$ cat config.mk
export PLATFORM = sky130hd
export DESIGN_NAME = fir_mac_core
export DESIGN_NICKNAME = d
export VERILOG_FILES = /design/src/rtl/fir_pkg.sv /design/src/rtl/fir_mac_unit.sv /design/src/rtl/fir_mac_core.sv
export SDC_FILE = /design/constraint.sdc
export NUM_CORES = 2
export LEC_CHECK = 0
export ABC_CLOCK_PERIOD_IN_PS = 16900
export BUFFER_PORTS_ARGS = -buffer_cell sky130_fd_sc_hd__buf_4
export CORE_UTILIZATION = 45
export DETAILED_ROUTE_END_ITERATION = 7
export GPL_ROUTABILITY_DRIVEN = 1
export PLACE_DENSITY = 0.61
export SLEW_MARGIN = 25
export SYNTH_ARGS = -nofsm -noshare
export SYNTH_HDL_FRONTEND = slang
export SYNTH_SLANG_ARGS = --single-unit
$ cat constraint.sdc
create_clock -name clk -period 16.9 [get_ports clk]
set_input_delay 0 -clock clk [delete_from_list [all_inputs] [get_ports clk]]
set_output_delay 0 -clock clk [all_outputs]
set_load 0.03 [all_outputs]
$ cat src/rtl/fir_pkg.sv
// Shared constants and state encoding for the streaming FIR MAC core.
package fir_pkg;

    localparam int FIR_ADDR_WIDTH = 12;
    localparam int FIR_DATA_WIDTH = 32;
    localparam int FIR_TAPS       = 11;
    localparam int ADDR_SHIFT     = 2;

    localparam logic [3:0] WE_ALL  = 4'hF;
    localparam logic [3:0] WE_NONE = 4'h0;

    typedef enum logic [2:0] {
        ST_IDLE    = 3'd0,
        ST_CLEAR   = 3'd1,
        ST_REQ     = 3'd2,
        ST_WAIT_IN = 3'd3,
        ST_MAC     = 3'd4,
        ST_DRAIN   = 3'd5,
        ST_OUT     = 3'd6,
        ST_DONE    = 3'd7
    } fir_state_e;

endpackage

$ cat src/rtl/fir_mac_unit.sv
// One tap per cycle multiply-accumulate; keeps the low data word of each
// signed product and lets the running sum wrap.
module fir_mac_unit #(
    parameter int W = 32
) (
    input  logic         clk,
    input  logic         rst_n,
    input  logic         clr,
    input  logic         en,
    input  logic [W-1:0] coef,
    input  logic [W-1:0] smp,
    output logic [W-1:0] sum
);

    logic [W-1:0] acc_r;
    logic [W-1:0] prod_s;

    // The low word of a signed product equals the low word of the unsigned one.
    always_comb begin
        prod_s = coef * smp;
        sum    = acc_r + prod_s;
    end

    // Running sum, cleared while waiting for the next sample.
    always_ff @(posedge clk or negedge rst_n) begin
        if (!rst_n) begin
            acc_r <= '0;
        end else if (clr) begin
            acc_r <= '0;
        end else if (en) begin
            acc_r <= sum;
        end
    end

endmodule

$ cat src/rtl/fir_mac_core.sv
// Streaming FIR core: requests one sample per result, sweeps Tape_Num taps over
// a circular data RAM and returns each sum on an AXI-Stream master.
module fir_mac_core
    import fir_pkg::*;
#(
    parameter int pADDR_WIDTH = FIR_ADDR_WIDTH,
    parameter int pDATA_WIDTH = FIR_DATA_WIDTH,
    parameter int Tape_Num    = FIR_TAPS
) (
    input  logic                   clk,
    input  logic                   rst_n,
    input  logic                   ap_start,
    input  logic [31:0]            data_length,
    output logic                   ap_done,
    input  logic [pDATA_WIDTH-1:0] strm_data,
    input  logic                   strm_valid,
    output logic                   fir_ready,
    output logic [pADDR_WIDTH-1:0] tap_A,
    input  logic [pDATA_WIDTH-1:0] tap_Do,
    output logic                   data_EN,
    output logic [3:0]             data_WE,
    output logic [pADDR_WIDTH-1:0] data_A,
    output logic [pDATA_WIDTH-1:0] data_Di,
    input  logic [pDATA_WIDTH-1:0] data_Do,
    output logic                   sm_tvalid,
    output logic [pDATA_WIDTH-1:0] sm_tdata,
    output logic                   sm_tlast,
    input  logic                   sm_tready
);

    localparam int            IW       = $clog2(Tape_Num);
    localparam logic [IW-1:0] LAST_IDX = IW'(Tape_Num - 1);
    localparam logic [IW-1:0] NUM_IDX  = IW'(Tape_Num);
    localparam logic [IW-1:0] ONE_IDX  = IW'(1);

    fir_state_e             state_r;
    logic [31:0]            len_r;
    logic [31:0]            out_cnt_r;
    logic [IW-1:0]          wptr_r;
    logic [IW-1:0]          cnt_r;
    logic                   acc_en_r;
    logic                   first_r;
    logic [IW-1:0]          cnt_nxt_s;
    logic                   acc_clr_s;
    logic [pDATA_WIDTH-1:0] mac_smp_s;
    logic [pDATA_WIDTH-1:0] mac_sum_s;

    function automatic logic [pADDR_WIDTH-1:0] word_addr(input logic [IW-1:0] idx);
        return {{(pADDR_WIDTH - IW){1'b0}}, idx} << ADDR_SHIFT;
    endfunction

    // (base - off) mod Tape_Num: add Tape_Num back when the subtraction underflows.
    function automatic logic [IW-1:0] circ_sub(input logic [IW-1:0] base, input logic [IW-1:0] off);
        if (base >= off) begin
            return base - off;
        end else begin
            return base - off + NUM_IDX;
        end
    endfunction

    // The newest sample is still being written on the first read, so take it from data_Di.
    always_comb begin
        cnt_nxt_s = cnt_r + ONE_IDX;
        acc_clr_s = (state_r == ST_WAIT_IN);
        if (first_r) begin
            mac_smp_s = data_Di;
        end else begin
            mac_smp_s = data_Do;
        end
    end

    fir_mac_unit #(
        .W(pDATA_WIDTH)
    ) u_mac (
        .clk  (clk),
        .rst_n(rst_n),
        .clr  (acc_clr_s),
        .en   (acc_en_r),
        .coef (tap_Do),
        .smp  (mac_smp_s),
        .sum  (mac_sum_s)
    );

    // Control FSM with all RAM and stream outputs registered.
    always_ff @(posedge clk or negedge rst_n) begin
        if (!rst_n) begin
            state_r   <= ST_IDLE;
            len_r     <= 32'd0;
            out_cnt_r <= 32'd0;
            wptr_r    <= '0;
            cnt_r     <= '0;
            acc_en_r  <= 1'b0;
            first_r   <= 1'b0;
            fir_ready <= 1'b0;
            ap_done   <= 1'b0;
            sm_tvalid <= 1'b0;
            sm_tdata  <= '0;
            sm_tlast  <= 1'b0;
            data_EN   <= 1'b0;
            data_WE   <= WE_NONE;
            data_A    <= '0;
            data_Di   <= '0;
            tap_A     <= '0;
        end else begin
            acc_en_r <= 1'b0;
            first_r  <= 1'b0;
            case (state_r)
                ST_IDLE: begin
                    if (ap_start) begin
                        len_r     <= data_length;
                        out_cnt_r <= 32'd0;
                        wptr_r    <= '0;
                        cnt_r     <= '0;
                        if (data_length == 32'd0) begin
                            state_r <= ST_DONE;
                            ap_done <= 1'b1;
                        end else begin
                            state_r <= ST_CLEAR;
                            data_EN <= 1'b1;
                            data_WE <= WE_ALL;
                            data_A  <= word_addr('0);
                            data_Di <= '0;
                        end
                    end
                end
                ST_CLEAR: begin
                    if (cnt_r == LAST_IDX) begin
                        state_r   <= ST_REQ;
                        data_EN   <= 1'b0;
                        data_WE   <= WE_NONE;
                        fir_ready <= 1'b1;
                    end else begin
                        cnt_r  <= cnt_nxt_s;
                        data_A <= word_addr(cnt_nxt_s);
                    end
                end
                ST_REQ: begin
                    fir_ready <= 1'b0;
                    state_r   <= ST_WAIT_IN;
                end
                ST_WAIT_IN: begin
                    if (strm_valid) begin
                        state_r <= ST_MAC;
                        cnt_r   <= '0;
                        data_EN <= 1'b1;
                        data_WE <= WE_ALL;
                        data_A  <= word_addr(wptr_r);
                        data_Di <= strm_data;
                        tap_A   <= word_addr('0);
                    end
                end
                ST_MAC: begin
                    acc_en_r <= 1'b1;
                    first_r  <= (cnt_r == '0);
                    data_WE  <= WE_NONE;
                    if (cnt_r == LAST_IDX) begin
                        state_r <= ST_DRAIN;
                        data_EN <= 1'b0;
                    end else begin
                        cnt_r  <= cnt_nxt_s;
                        tap_A  <= word_addr(cnt_nxt_s);
                        data_A <= word_addr(circ_sub(wptr_r, cnt_nxt_s));
                    end
                end
                ST_DRAIN: begin
                    state_r   <= ST_OUT;
                    sm_tvalid <= 1'b1;
                    sm_tdata  <= mac_sum_s;
                    sm_tlast  <= (out_cnt_r == len_r - 32'd1);
                end
                ST_OUT: begin
                    if (sm_tready) begin
                        sm_tvalid <= 1'b0;
                        sm_tlast  <= 1'b0;
                        out_cnt_r <= out_cnt_r + 32'd1;
                        wptr_r    <= (wptr_r == LAST_IDX) ? '0 : wptr_r + ONE_IDX;
                        if (sm_tlast) begin
                            state_r <= ST_DONE;
                            ap_done <= 1'b1;
                        end else begin
                            state_r   <= ST_REQ;
                            fir_ready <= 1'b1;
                        end
                    end
                end
                ST_DONE: begin
                    ap_done <= 1'b0;
                    state_r <= ST_IDLE;
                end
                default: begin
                    state_r <= ST_IDLE;
                end
            endcase
        end
    end

endmodule

==> summary.md <==
| Metric | Value |
|---|---|
| Worst slew margin | `between 30% and 40%` |
| Initial DRC count | `about 980` |
| Tcrit/Tclk final | `between 40 and 50%` |
| I/O Pins | `230` |
| Worst Path Arrival | `8610 ps` |
| Outcome | `finished clean` |
| Resize count post-CTS | `0` |
| ANT nets after route | `0` |
| Critical setup path kind | `reg -> reg` |
| Top post-synthesis cells by area | `fa_1 (33%), dfrtp_1 (18%), inv_1 (7.3%)` |
| Synthesized area | `26600 µm²` |
| Initial Utilization | `a little under half` |
| FP Rows | `88` |
| Clock slew at reported path FFs | `about 70 ps` |
| Required @ worst endpoint | `between 15000 and 20000 ps` |
| Clk buf depth | `2` |
| Clock Sinks | `187` |
| Die Ht | `between 200 and 250 µm` |
| Total Wirelength | `73.3 mm` |
| Syn Inst Count | `approximately 2.9k` |
| Initial DRT Pass Iterations | `5` |
| Pins Over Slew Limit | `0` |
| Setup TNS | `0 ps` |
| Number of antenna diodes | `0` |
| Hold crit path type | `in -> reg` |
| # setup viols final | `0` |
| Worst-Skew Late Latency | `approximately 460 ps` |
| GR Util All Layers | `25.5%` |
| Number of synthesis warnings | `0` |
| Global-route wire length before repair | `120 mm` |
| Synth top cells by count | `inv_1 (518), fa_1 (439), nand2_1 (396)` |
| Vias/cell | `around 5.2` |
| Area share of the largest cell type after synthesis | `~33%` |
| Max-Cap Viols | `0` |
| Setup crit end kind | `flop` |
| Die Wd | `about 250 µm` |
| Vias in the first global route | `about 22k` |
| Startpoint Class | `flop` |
| Peak Freq | `~120 MHz` |
| Final min period | `about 8200 ps` |
| Gr ovfl total | `0` |
| Top_reg_cell synth | `dfrtp_1` |
| Largest area contributor in the netlist | `fa_1` |
| Clk root buf | `clkbuf_16` |
| Final HPWL DP | `between 50 and 60 mm` |
| Largest net degree at the start of global routing | `~120` |
| Synth Area per Inst | `a little over 9 µm²` |
| Gpl congestion | `approximately 0.91` |
| RSZ-0062 raised after global routing | `no` |
| Tightest Pin Transition | `904 ps` |
| Die area | `between 60000 and 70000 µm²` |
| Core footprint | `around 58000 µm²` |
| Post-synth cell types | `72` |
| TritonCTS clock tree | `built` |
| Average wire per standard cell | `roughly 19 µm` |
| Cell with the most instances after synthesis | `inv_1` |
| H-Tree Depth | `4` |
| Synth async-reset ratio | `100%` |
| Layout Nets | `3781` |
| Post-synth EDFFs | `0` |
| Fill count | `5332` |
| Sequential area share after synthesis | `roughly 18%` |
| Synthesis-stage register bit count | `around 190` |
| Fin. Hold Viols | `0` |
| Buffers added on ports | `between 200 and 250` |
| CTS Buf Count | `17` |
| Layout cells sized above 1 | `11.0%` |
| Clock Skew | `15.9 ps` |
| Antenna violations before repair | `0` |
| Residual DRC | `0` |
| Area Overhead vs Synth | `12.2%` |
| Critical Path Fanout Max | `25` |
| Via count | `approximately 20k` |
-- cell usage in the layout, fill, tap and decap left out, types with 68 or more instances in the layout --
cell           instances
ha_1                 136
fa_1                 439
xnor2_1               97
inv_1                518
nand2_1              396
and2_1               305
dfrtp_1              187
nor2_1                90
dlygate4sd3_1         68
o21ai_0              113
buf_4                219
-- worst max-delay path, stage by stage, from the launching register on --
cell	delay, ps
dfrtp_1	560
buf_4	430
mux2_2	630
and2_1	290
fa_1	500
fa_1	440
fa_1	490
inv_1	60
fa_1	480
inv_1	50
fa_1	480
fa_1	510
fa_1	500
inv_1	50
fa_1	510
inv_1	60
ha_1	340
a21oi_1	180
nor2b_1	60
o21ai_0	140
nand2b_1	90
a221o_1	410
a221o_1	370
a2111o_1	430
nand3_1	80
-- cells by family after synthesis --
| group | count (synthesis) | synth area share, % |
|---|---|---|
| compound gates | 255 | 5.76 |
| xor+xnor | 156 | 5.30 |
| buf+inv | 676 | 10.0 |
| fa+ha+maj | 575 | 39.4 |
| simple gates | 974 | 18.3 |
| mux | 84 | 3.59 |
| other cells | 1 | 0.0141 |
| flops | 187 | 17.6 |
-- registers in the layout, indices dropped and copies added (netlist names), 3 cells and up --
signal       cells
data_Di         32
len_r           32
out_cnt_r       32
sm_tdata        32
u_mac.acc_r     32
cnt_r            4
data_A           4
tap_A            4
wptr_r           4
state_r          3
-- stage by stage --
step / area (µm²) / utilization, % / cells / hold WS (ps) / setup WS (ps)
2_1_floorplan: 26700 / - / 2923 / -296 / 9360
3_3_place_gp: 28600 / 49.2 / 3751 / 220 / 8740
3_5_place_dp: 28600 / 49.2 / 3751 / 226 / 8710
4_1_cts: 29800 / 51.4 / 3851 / 194 / 8700
5_1_grt: 29800 / 51.4 / 3851 / 250 / 8190
6_report: 29800 / 51.4 / 3851 / 197 / 8670
-- final timing paths --
| check | from | end | slack, ps | depth (start not counted) |
|---|---|---|---|---|
| hold reg to reg | sm_tdata[14]$_DFFE_PN0P_ | sm_tdata[14]$_DFFE_PN0P_ | 490 | 2 |
| hold / removal | ap_start | data_EN$_DFFE_PN0P_ | 200 | 6 |
| min in group asynchronous | rst_n | out_cnt_r[31]$_DFFE_PN0P_ | 230 | 2 |
| setup / recovery | first_r$_DFF_PN0_ | u_mac.acc_r[28]$_DFFE_PN0P_ | 8670 | 24 |
| max in group asynchronous | rst_n | u_mac.acc_r[28]$_DFFE_PN0P_ | 15240 | 3 |
| setup reg to reg | first_r$_DFF_PN0_ | u_mac.acc_r[28]$_DFFE_PN0P_ | 8670 | 24 |
-- layer usage --
metal,track usage [%],wire (µm),up-vias
met2,42.8,35800,595
li1,-,-,9172
met5,0,0,-
met4,7.22,1880,0
met3,3.87,4260,115
met1,34.2,31300,10300
-- timing repair --
action	4_1_cts	5_1_grt
endpoints found under the hold margin	183	0
setup buffers	0	0
hold buffers	68	0
-- final cells by class --
cell class                 instances  area, µm²  share of cell area (%)
clock buffer                      18        439                    1.47
clock inverter                    14        150                   0.503
inverter                         519       1950                    6.53
multi-input combinational       2060      19300                    64.8
sequential                       187       4680                    15.7
tap                              765        957                    3.21
timing repair buffer             288       2340                    7.84
Power is not shown: default switching activity piles up to over one toggle a cycle in this logic, so the estimate is an artifact.
